[config.mk]
export PLATFORM = sky130hd
export DESIGN_NAME = nts_dispatcher_backend_flat
export DESIGN_NICKNAME = d
export VERILOG_FILES = /design/src/rtl/nts_dispatcher_backend_if.sv /design/src/rtl/nts_dispatcher_backend.sv /design/src/flat_wrapper.sv
export SDC_FILE = /design/constraint.sdc
export NUM_CORES = 1
export LEC_CHECK = 0
export ABC_AREA = 1
export CAP_MARGIN = 20
export CORE_AREA = 2 2 121 123
export CTS_CLUSTER_DIAMETER = 100
export CTS_CLUSTER_SIZE = 20
export DETAILED_ROUTE_END_ITERATION = 10
export DIE_AREA = 0 0 123 125
export PLACE_DENSITY = 0.93
export SLEW_MARGIN = 0
export SYNTH_ARGS = -nofsm -noshare
export SYNTH_HDL_FRONTEND = slang
export SYNTH_SLANG_ARGS = --single-unit
[constraint.sdc]
create_clock -name i_clk -period 4.1 [get_ports i_clk]
set_input_delay 0.82 -clock i_clk [delete_from_list [all_inputs] [get_ports i_clk]]
set_output_delay 0.82 -clock i_clk [all_outputs]
set_load 0.03 [all_outputs]
[src/rtl/nts_dispatcher_backend_if.sv]
// Signal bundle between the dispatcher back end, the front-end packet buffer and the engines.
// The master modport is the back end; the slave modport is the surrounding front end/engines.
interface nts_dispatcher_backend_if #(
    parameter int unsigned ADDR_WIDTH = 8,
    parameter int unsigned ENGINES    = 4
);
    logic                  i_dispatch_packet_available;
    logic                  o_dispatch_packet_read_discard;
    logic [ADDR_WIDTH-1:0] i_dispatch_counter;
    logic [7:0]            i_dispatch_data_valid;
    logic                  i_dispatch_fifo_empty;
    logic                  o_dispatch_fifo_rd_en;
    logic [63:0]           i_dispatch_fifo_rd_data;
    logic [ENGINES-1:0]    i_engine_ready;
    logic [ENGINES-1:0]    o_engine_start;
    logic                  o_engine_word_valid;
    logic [63:0]           o_engine_data;
    logic [7:0]            o_engine_data_valid;
    logic                  o_engine_last;
    logic                  o_engine_error;

    modport master (
        input  i_dispatch_packet_available,
        output o_dispatch_packet_read_discard,
        input  i_dispatch_counter,
        input  i_dispatch_data_valid,
        input  i_dispatch_fifo_empty,
        output o_dispatch_fifo_rd_en,
        input  i_dispatch_fifo_rd_data,
        input  i_engine_ready,
        output o_engine_start,
        output o_engine_word_valid,
        output o_engine_data,
        output o_engine_data_valid,
        output o_engine_last,
        output o_engine_error
    );

    modport slave (
        output i_dispatch_packet_available,
        input  o_dispatch_packet_read_discard,
        output i_dispatch_counter,
        output i_dispatch_data_valid,
        output i_dispatch_fifo_empty,
        input  o_dispatch_fifo_rd_en,
        output i_dispatch_fifo_rd_data,
        output i_engine_ready,
        input  o_engine_start,
        input  o_engine_word_valid,
        input  o_engine_data,
        input  o_engine_data_valid,
        input  o_engine_last,
        input  o_engine_error
    );
endinterface

[src/rtl/nts_dispatcher_backend.sv]
// Round-robin scheduler streaming buffered packets from the dispatcher front end to one of
// ENGINES NTS engines over a shared word bus, with timeout drop and truncation handling.
module nts_dispatcher_backend #(
    parameter int unsigned ADDR_WIDTH = 8,
    parameter int unsigned ENGINES    = 4,
    parameter int unsigned TIMEOUT    = 1024
) (
    input  logic                     i_clk,
    input  logic                     i_areset,
    nts_dispatcher_backend_if.master bus,
    output logic [31:0]              o_dispatched_count,
    output logic [31:0]              o_dropped_count
);
    localparam int unsigned PTR_W  = (ENGINES > 1) ? $clog2(ENGINES) : 1;
    localparam int unsigned WAIT_W = $clog2(TIMEOUT + 1);

    typedef enum logic [2:0] {
        StIdle,
        StSelect,
        StStream,
        StDrain,
        StDiscard,
        StHoldoff
    } state_e;

    state_e                state_q;
    logic [PTR_W-1:0]      ptr_q;
    logic [WAIT_W-1:0]     wait_q;
    logic [ADDR_WIDTH:0]   issued_q;
    logic [ADDR_WIDTH-1:0] counter_q;
    logic [7:0]            mask_q;
    logic [ENGINES-1:0]    start_q;
    logic                  word_valid_q;
    logic                  last_q;
    logic                  discard_q;
    logic [31:0]           dispatched_q;
    logic [31:0]           dropped_q;

    logic                  grant_found;
    logic [PTR_W-1:0]      grant_idx;
    logic [31:0]           rr_idx;
    logic                  in_stream;
    logic                  trunc_now;
    logic                  last_issue;

    function automatic logic [31:0] sat_inc(input logic [31:0] v);
        return (v == 32'hffff_ffff) ? v : v + 32'd1;
    endfunction

    // First ready engine strictly after the pointer, wrapping; the pointer itself is tried last.
    always_comb begin
        grant_found = 1'b0;
        grant_idx   = '0;
        rr_idx      = '0;
        for (int unsigned k = 1; k <= ENGINES; k++) begin
            rr_idx = (32'(ptr_q) + k) % ENGINES;
            if (!grant_found && bus.i_engine_ready[PTR_W'(rr_idx)]) begin
                grant_found = 1'b1;
                grant_idx   = PTR_W'(rr_idx);
            end
        end
    end

    assign in_stream  = (state_q == StStream);
    assign trunc_now  = in_stream && bus.i_dispatch_fifo_empty;
    assign last_issue = (issued_q == {1'b0, counter_q});

    // Read strobe is qualified by empty so a truncating cycle never issues a read.
    assign bus.o_dispatch_fifo_rd_en = in_stream && !bus.i_dispatch_fifo_empty;

    // Read data arrives one cycle after its strobe and is forwarded directly onto the bus.
    assign bus.o_engine_start      = start_q;
    assign bus.o_engine_word_valid = word_valid_q;
    assign bus.o_engine_data       = word_valid_q ? bus.i_dispatch_fifo_rd_data : 64'd0;
    assign bus.o_engine_data_valid = !word_valid_q ? 8'h00 : (last_q ? mask_q : 8'hff);
    assign bus.o_engine_last       = last_q || trunc_now;
    assign bus.o_engine_error      = trunc_now;

    assign bus.o_dispatch_packet_read_discard = discard_q;
    assign o_dispatched_count = dispatched_q;
    assign o_dropped_count    = dropped_q;

    always_ff @(posedge i_clk) begin
        if (i_areset) begin
            state_q      <= StIdle;
            ptr_q        <= PTR_W'(ENGINES - 1);
            wait_q       <= '0;
            issued_q     <= '0;
            counter_q    <= '0;
            mask_q       <= '0;
            start_q      <= '0;
            word_valid_q <= 1'b0;
            last_q       <= 1'b0;
            discard_q    <= 1'b0;
            dispatched_q <= '0;
            dropped_q    <= '0;
        end else begin
            start_q      <= '0;
            word_valid_q <= 1'b0;
            last_q       <= 1'b0;
            discard_q    <= 1'b0;
            unique case (state_q)
                StIdle: begin
                    if (bus.i_dispatch_packet_available) begin
                        counter_q <= bus.i_dispatch_counter;
                        mask_q    <= bus.i_dispatch_data_valid;
                        wait_q    <= '0;
                        state_q   <= StSelect;
                    end
                end
                StSelect: begin
                    // A grant wins over an expiring timeout in the same cycle.
                    if (grant_found) begin
                        start_q  <= ENGINES'(1) << grant_idx;
                        ptr_q    <= grant_idx;
                        issued_q <= '0;
                        state_q  <= StStream;
                    end else if (wait_q == WAIT_W'(TIMEOUT - 1)) begin
                        dropped_q <= sat_inc(dropped_q);
                        discard_q <= 1'b1;
                        state_q   <= StDiscard;
                    end else begin
                        wait_q <= wait_q + 1'b1;
                    end
                end
                StStream: begin
                    if (bus.i_dispatch_fifo_empty) begin
                        dropped_q <= sat_inc(dropped_q);
                        discard_q <= 1'b1;
                        state_q   <= StDiscard;
                    end else begin
                        word_valid_q <= 1'b1;
                        issued_q     <= issued_q + 1'b1;
                        if (last_issue) begin
                            last_q  <= 1'b1;
                            state_q <= StDrain;
                        end
                    end
                end
                StDrain: begin
                    dispatched_q <= sat_inc(dispatched_q);
                    discard_q    <= 1'b1;
                    state_q      <= StDiscard;
                end
                StDiscard: state_q <= StHoldoff;
                StHoldoff: state_q <= StIdle;
                default:   state_q <= StIdle;
            endcase
        end
    end
endmodule

[src/flat_wrapper.sv]
// flat-port wrapper written by rule: the top's interface ports become plain ports
module nts_dispatcher_backend_flat 
#(
    parameter int unsigned ADDR_WIDTH = 8,
    parameter int unsigned ENGINES    = 4,
    parameter int unsigned TIMEOUT    = 1024
)
  (i_clk, i_areset, o_dispatched_count, o_dropped_count, bus_i_dispatch_packet_available, bus_o_dispatch_packet_read_discard, bus_i_dispatch_counter, bus_i_dispatch_data_valid, bus_i_dispatch_fifo_empty, bus_o_dispatch_fifo_rd_en, bus_i_dispatch_fifo_rd_data, bus_i_engine_ready, bus_o_engine_start, bus_o_engine_word_valid, bus_o_engine_data, bus_o_engine_data_valid, bus_o_engine_last, bus_o_engine_error);
  nts_dispatcher_backend_if #(.ADDR_WIDTH(ADDR_WIDTH), .ENGINES(ENGINES)) bus_i ();
  input  logic i_clk;
  input  logic i_areset;
  output logic [31:0] o_dispatched_count;
  output logic [31:0] o_dropped_count;
  input wire logic [$bits(bus_i.i_dispatch_packet_available)-1:0] bus_i_dispatch_packet_available;
  output wire logic [$bits(bus_i.o_dispatch_packet_read_discard)-1:0] bus_o_dispatch_packet_read_discard;
  input wire logic [$bits(bus_i.i_dispatch_counter)-1:0] bus_i_dispatch_counter;
  input wire logic [$bits(bus_i.i_dispatch_data_valid)-1:0] bus_i_dispatch_data_valid;
  input wire logic [$bits(bus_i.i_dispatch_fifo_empty)-1:0] bus_i_dispatch_fifo_empty;
  output wire logic [$bits(bus_i.o_dispatch_fifo_rd_en)-1:0] bus_o_dispatch_fifo_rd_en;
  input wire logic [$bits(bus_i.i_dispatch_fifo_rd_data)-1:0] bus_i_dispatch_fifo_rd_data;
  input wire logic [$bits(bus_i.i_engine_ready)-1:0] bus_i_engine_ready;
  output wire logic [$bits(bus_i.o_engine_start)-1:0] bus_o_engine_start;
  output wire logic [$bits(bus_i.o_engine_word_valid)-1:0] bus_o_engine_word_valid;
  output wire logic [$bits(bus_i.o_engine_data)-1:0] bus_o_engine_data;
  output wire logic [$bits(bus_i.o_engine_data_valid)-1:0] bus_o_engine_data_valid;
  output wire logic [$bits(bus_i.o_engine_last)-1:0] bus_o_engine_last;
  output wire logic [$bits(bus_i.o_engine_error)-1:0] bus_o_engine_error;
  assign bus_i.i_dispatch_packet_available = bus_i_dispatch_packet_available;
  assign bus_o_dispatch_packet_read_discard = bus_i.o_dispatch_packet_read_discard;
  assign bus_i.i_dispatch_counter = bus_i_dispatch_counter;
  assign bus_i.i_dispatch_data_valid = bus_i_dispatch_data_valid;
  assign bus_i.i_dispatch_fifo_empty = bus_i_dispatch_fifo_empty;
  assign bus_o_dispatch_fifo_rd_en = bus_i.o_dispatch_fifo_rd_en;
  assign bus_i.i_dispatch_fifo_rd_data = bus_i_dispatch_fifo_rd_data;
  assign bus_i.i_engine_ready = bus_i_engine_ready;
  assign bus_o_engine_start = bus_i.o_engine_start;
  assign bus_o_engine_word_valid = bus_i.o_engine_word_valid;
  assign bus_o_engine_data = bus_i.o_engine_data;
  assign bus_o_engine_data_valid = bus_i.o_engine_data_valid;
  assign bus_o_engine_last = bus_i.o_engine_last;
  assign bus_o_engine_error = bus_i.o_engine_error;
  nts_dispatcher_backend #(.ADDR_WIDTH(ADDR_WIDTH), .ENGINES(ENGINES), .TIMEOUT(TIMEOUT)) u_core (.i_clk(i_clk), .i_areset(i_areset), .bus(bus_i), .o_dispatched_count(o_dispatched_count), .o_dropped_count(o_dropped_count));
endmodule
# ---- Word-level counts from Yosys, hierarchy flattened
# Index checks and enable logic that the tools add are counted.
# Widths: inputs -> output; s select.
dict set report totals {
  regBits 112
  latchBits 0
  ramBits 0
  romBits 0
  input_bits 88
  output_inout_bits 145
  elab_cells 112
  n_memories 0
}
dict set report classes {
  add_sub_neg 8
  n_mul 0
  div_mod_pow 0
  magnitude_cmp 4
  eq_ne 17
  n_shift 1
  mux 43
  bitwise 4
  reduce_logical 23
}
# cell count
set op_table {}
lappend op_table {{$mux 32} 4}
lappend op_table {{$add 32x1->32 const B} 2}
lappend op_table {{$eq 32x32->1 const B} 2}
lappend op_table {{$mux 64} 1}
lappend op_table {{$pmux 32 s2} 1}
lappend op_table {{$mux 11} 3}
lappend op_table {{$pmux 11 s2} 1}
lappend op_table {{$mux 9} 2}
lappend op_table {{$pmux 9 s2} 1}
lappend op_table {{$mux 8} 2}
lappend op_table {{$mux 3} 5}
lappend op_table {{$pmux 3 s5} 1}
lappend op_table {{$mux 1} 13}
lappend op_table {{$lt 2x3->1 const B} 4}
lappend op_table {{$add 11x1->11 const B} 1}
lappend op_table {{$eq 11x10->1 const B} 1}
lappend op_table {{$ne 2x2->1 const B} 5}
lappend op_table {{$add 9x1->9 const B} 1}
lappend op_table {{$eq 9x8->1} 1}
lappend op_table {{$bmux 1 s2} 4}
lappend op_table {{$mux 2} 4}
lappend op_table {{$reduce_and 4->1} 2}
lappend op_table {{$eq 3x2->1 const B} 2}
lappend op_table {{$reduce_and 2->1} 3}
lappend op_table {{other kinds (18)} 34}

# ---- Longest topological paths before layout
dict set report depth {
  ltp_word 15
  mapped_depth 14
  depth_no_buf 13
}

# ---- Worst setup path after synthesis
# No wires, ideal clock.
dict set report synth_timing {
  kind {register to output}
  start {reg u_core.word_valid_q, in the netlist u_core.bus.o_engine_word_valid}
  end {out bus_o_engine_data_valid[0]}
  t_arrival_ns 1.457
  t_required_ns 3.280
  path_slack_ns 1.823
  stages_incl_launch_ff 4
  path_buffers 1
  cell_sequence {dfxtp_1 -> clkbuf_1 -> inv_1 -> a21oi_1}
}
dict set report synth_via {
  elab_chain_cells 1
}
# element line_no
set synth_lines {}
lappend synth_lines {{start: declaration} nts_dispatcher_backend.sv:33} ;# logic word_valid_q;
lappend synth_lines {{start signal: assignment} nts_dispatcher_backend.sv:92} ;# word_valid_q <= 1'b0;
lappend synth_lines {{start signal: assignment} nts_dispatcher_backend.sv:99} ;# word_valid_q <= 1'b0;
lappend synth_lines {{start signal: assignment} nts_dispatcher_backend.sv:132} ;# word_valid_q <= 1'b1;
lappend synth_lines {{$mux 8} nts_dispatcher_backend.sv:75} ;# assign bus.o_engine_data_valid = !word_valid_q ? 8'h00 : (last_q ? mask_q : 8'hff);
lappend synth_lines {{end: declaration} flat_wrapper.sv:25} ;# output wire logic [$bits(bus_i.o_engine_data_valid)-1:0] bus_o_engine_data_valid;
# Every way passes these cells.

# ---- Worst setup path after layout
dict set report layout_timing {
  start {reg u_core.word_valid_q, in the netlist u_core.bus.o_engine_word_valid}
  end {out bus_o_engine_data_valid[4]}
}
# Same word-level chain as after synthesis.

==> results.sh <==
export IMPL_start_util_pct=49.9
export IMPL_syn_num_nets=1246
export IMPL_grt_max_degree=79
export IMPL_mostFrequentLayoutCells="nand2_1 (364), clkdlybuf4s50_1 (231), inv_1 (147), nor2_1 (140), dfxtp_1 (111)"
export IMPL_cts_resized_gates=0
export IMPL_cp_max_fo=54
export IMPL_fin_area_um2=9700
export IMPL_status="complete, no violations"
export IMPL_num_fill_cells=1194
export IMPL_htree_levels=3
export IMPL_track_usage_pct=26.7
export IMPL_r2r_start="u_core.o_dispatched_count[0]$_SDFFE_PP0P_"
export IMPL_powerDensity_nw_per_um2=374
export IMPL_remaining_drc_errors=0
export IMPL_r2r_worst_path_cells=10
export IMPL_synth_top_cell_by_area="dfxtp_1"
export IMPL_area_delta_synth_final_pct=36.9
export IMPL_crit_path_end_kind="output pin"
export IMPL_syn_inst=1154
export IMPL_slew_viol_final=0
export IMPL_period_share_pct=82.8
export IMPL_dieArea_um2=15400
export IMPL_diodes=0
export IMPL_max_freq_ghz=0.295
export IMPL_hp_class="flip-flop to flip-flop"
export IMPL_grt_pass1_wl_um=33400
export IMPL_critical_path_class="flip-flop to output pin"
export IMPL_synth_edff_count=0
export IMPL_synth_warning_count=0
export IMPL_clkTransAtPathRegs_ps=80
export IMPL_nNetsFinal=1449
export IMPL_place_congestion=0.945
export IMPL_syn_area_um2=7090
export IMPL_async_reset_ff_share_pct=0
export IMPL_wirelength_um=21200
export IMPL_synth_top_area_share_pct=31.6
export IMPL_clock_latency_ps=360
export IMPL_hpwl_um=15900
export IMPL_crit_start="u_core.bus.o_engine_word_valid$_SDFF_PP0_"
export IMPL_viasPerCell=5.17
export IMPL_slew_headroom_pct=38.5
export IMPL_post_cts_buffers=0
export IMPL_io_buffers=232
export IMPL_vias=7987
export IMPL_ios=233
export IMPL_maxCapViolations=0
export IMPL_crit_required_ps=3280
export IMPL_cts_hold_buf=0
export IMPL_finalHoldViolCount=0
export IMPL_fin_cells=1546
export IMPL_yosys_register_bits=112
export IMPL_period_minus_slack_ps=3400
export IMPL_root_buffer="clkbuf_16"
export IMPL_ys_seq_area_share_pct=31.6
export IMPL_grt_pass1_vias=7106
export IMPL_final_common_cell="nand2_1"
export IMPL_peakVddDrop_mv=0.312
export IMPL_p_leak_nw=3.96
export IMPL_drtIter0Drc=514
export IMPL_multi_input_area_um2=3990
export IMPL_regArea_um2=2240
export IMPL_worstPathArrival_ps=2580
export IMPL_antenna_found_initial=0
export IMPL_fin_skew_ps=8.50
export IMPL_r2r_slack_ps=1750
export IMPL_avgRoutedWirePerCell_um=13.7
export IMPL_critical_path_endpoint="bus_o_engine_data_valid[4]"
export IMPL_cts_sinks=112
export IMPL_design_core_area_um2=14200
export IMPL_yosysUniqueCellTypes=37
export IMPL_ant_nets=0
export IMPL_grt_overflow_total=0
export IMPL_finalSetupTns_ps=0
export IMPL_cts_tree="yes"
export IMPL_dpl_instance_area_um2=9390
export IMPL_critPathLaunchType="flip-flop"
export IMPL_worstMarginPinSlew_ps=921
export IMPL_avgSynthCellArea_um2=6.14
export IMPL_cts_max_path_buffers=2
export IMPL_ys_flop_type="dfxtp_1"
export IMPL_place_inst=1530
export IMPL_dieHeight_um=125
export IMPL_numCtsBuffers=9
export IMPL_synth_top_cells_by_area="dfxtp_1 (32%), nand2_1 (19%), inv_1 (7.8%), nor2_1 (7.4%), a21oi_1 (7.3%)"
export IMPL_r2r_end="u_core.o_dispatched_count[5]$_SDFFE_PP0P_"
export IMPL_die_x_um=123
export IMPL_row_count=44
export IMPL_drt_pass1_iterations=5
export IMPL_setup_viol=0
export IMPL_rsz0062_at_grt="no"
export IMPL_drive_gt1_share_pct=3.89
[worst min-delay path by stage]
| stage | depth (start not counted) | to | from | slack [ps] |
|---|---|---|---|---|
| global placement | 2 | u_core.mask_q[0]$_SDFFE_PP0P_ | u_core.mask_q[0]$_SDFFE_PP0P_ | 440 |
| detailed placement | 2 | u_core.mask_q[7]$_SDFFE_PP0P_ | u_core.mask_q[7]$_SDFFE_PP0P_ | 450 |
| finish | 2 | u_core.mask_q[7]$_SDFFE_PP0P_ | u_core.mask_q[7]$_SDFFE_PP0P_ | 460 |
| floorplan | 2 | u_core.mask_q[2]$_SDFFE_PP0P_ | u_core.mask_q[2]$_SDFFE_PP0P_ | 430 |
| global route | 2 | u_core.mask_q[5]$_SDFFE_PP0P_ | u_core.mask_q[5]$_SDFFE_PP0P_ | 490 |
| CTS | 2 | u_core.mask_q[7]$_SDFFE_PP0P_ | u_core.mask_q[7]$_SDFFE_PP0P_ | 460 |
[report_power, final]
| part | switching [mW] | internal [mW] |
|---|---|---|
| Clock | 0.429 | 0.481 |
| Sequential | 0.0834 | 1.18 |
| Combinational | 1.01 | 0.446 |
| Total | 1.52 | 2.11 |
[area by class of cell]
cell class,instances,share of cell area (%)
Inverter,154,5.99
Sequential cell,112,23.1
Multi-Input combinational cell,844,41.2
Clock buffer,9,2.32
Timing Repair Buffer,236,24.2
Tap cell,184,2.37
Clock inverter,7,0.826
[cell families after synthesis]
kind of cell	synth area share, %
adder cells (fa/ha/maj)	0.706
AND/OR/NAND/NOR	38.8
XOR/XNOR	7.17
flip-flops	31.6
buffers and inverters	12.0
AO/OA/AOI/OAI	9.64
[flip-flops by register name, summed over array words and instances, names as in the netlist]
name	count
u_core.o_dispatched_count	32
u_core.o_dropped_count	32
u_core.wait_q	11
u_core.issued_q	9
u_core.counter_q	8
u_core.mask_q	8
u_core.bus.o_engine_start	4
u_core.state_q	3
u_core.ptr_q	2
u_core.bus.o_dispatch_packet_read_discard	1
u_core.bus.o_engine_word_valid	1
u_core.last_q	1
[per-stage QoR]
step	power (mW)	utilization, %	hold WS (ps)	setup WS, ps
final	3.63	68.3	457	705
after global routing	3.84	68.3	487	542
after CTS	3.64	68.3	460	686
after detailed placement	2.74	66.1	448	1050
after global placement	2.70	66.1	444	1050
after floorplan	2.44	-	430	1820
[synth_stat cells (5+ instances only)]
cell type,instances
buf_6,11
nand2_2,8
nand3_1,79
clkbuf_1,20
dfxtp_1,112
buf_4,5
inv_2,6
o21ai_0,26
nor3_1,16
a21oi_1,103
xnor2_1,25
inv_1,147
nand4_1,17
nand2_1,364
nor2_1,140
xor2_1,33
[layer usage]
layer  up-vias  global-route usage [%]  routed length [um]  share of wire, %
met5         -                       0                   0                 0
met4         0                    9.76                 632               3.0
met3        53                    5.79                1610               7.6
met2       336                    47.5               10500                50
met1      3601                    31.0                8460                40
li1       3997                       -                   -                 -
[critical path, stage by stage, from the launching register on]
cell and delay [ps]:
dfxtp_2 910, inv_1 350, a21oi_1 220, clkdlybuf4s50_1 720
Power figures use the tool's default switching activity.
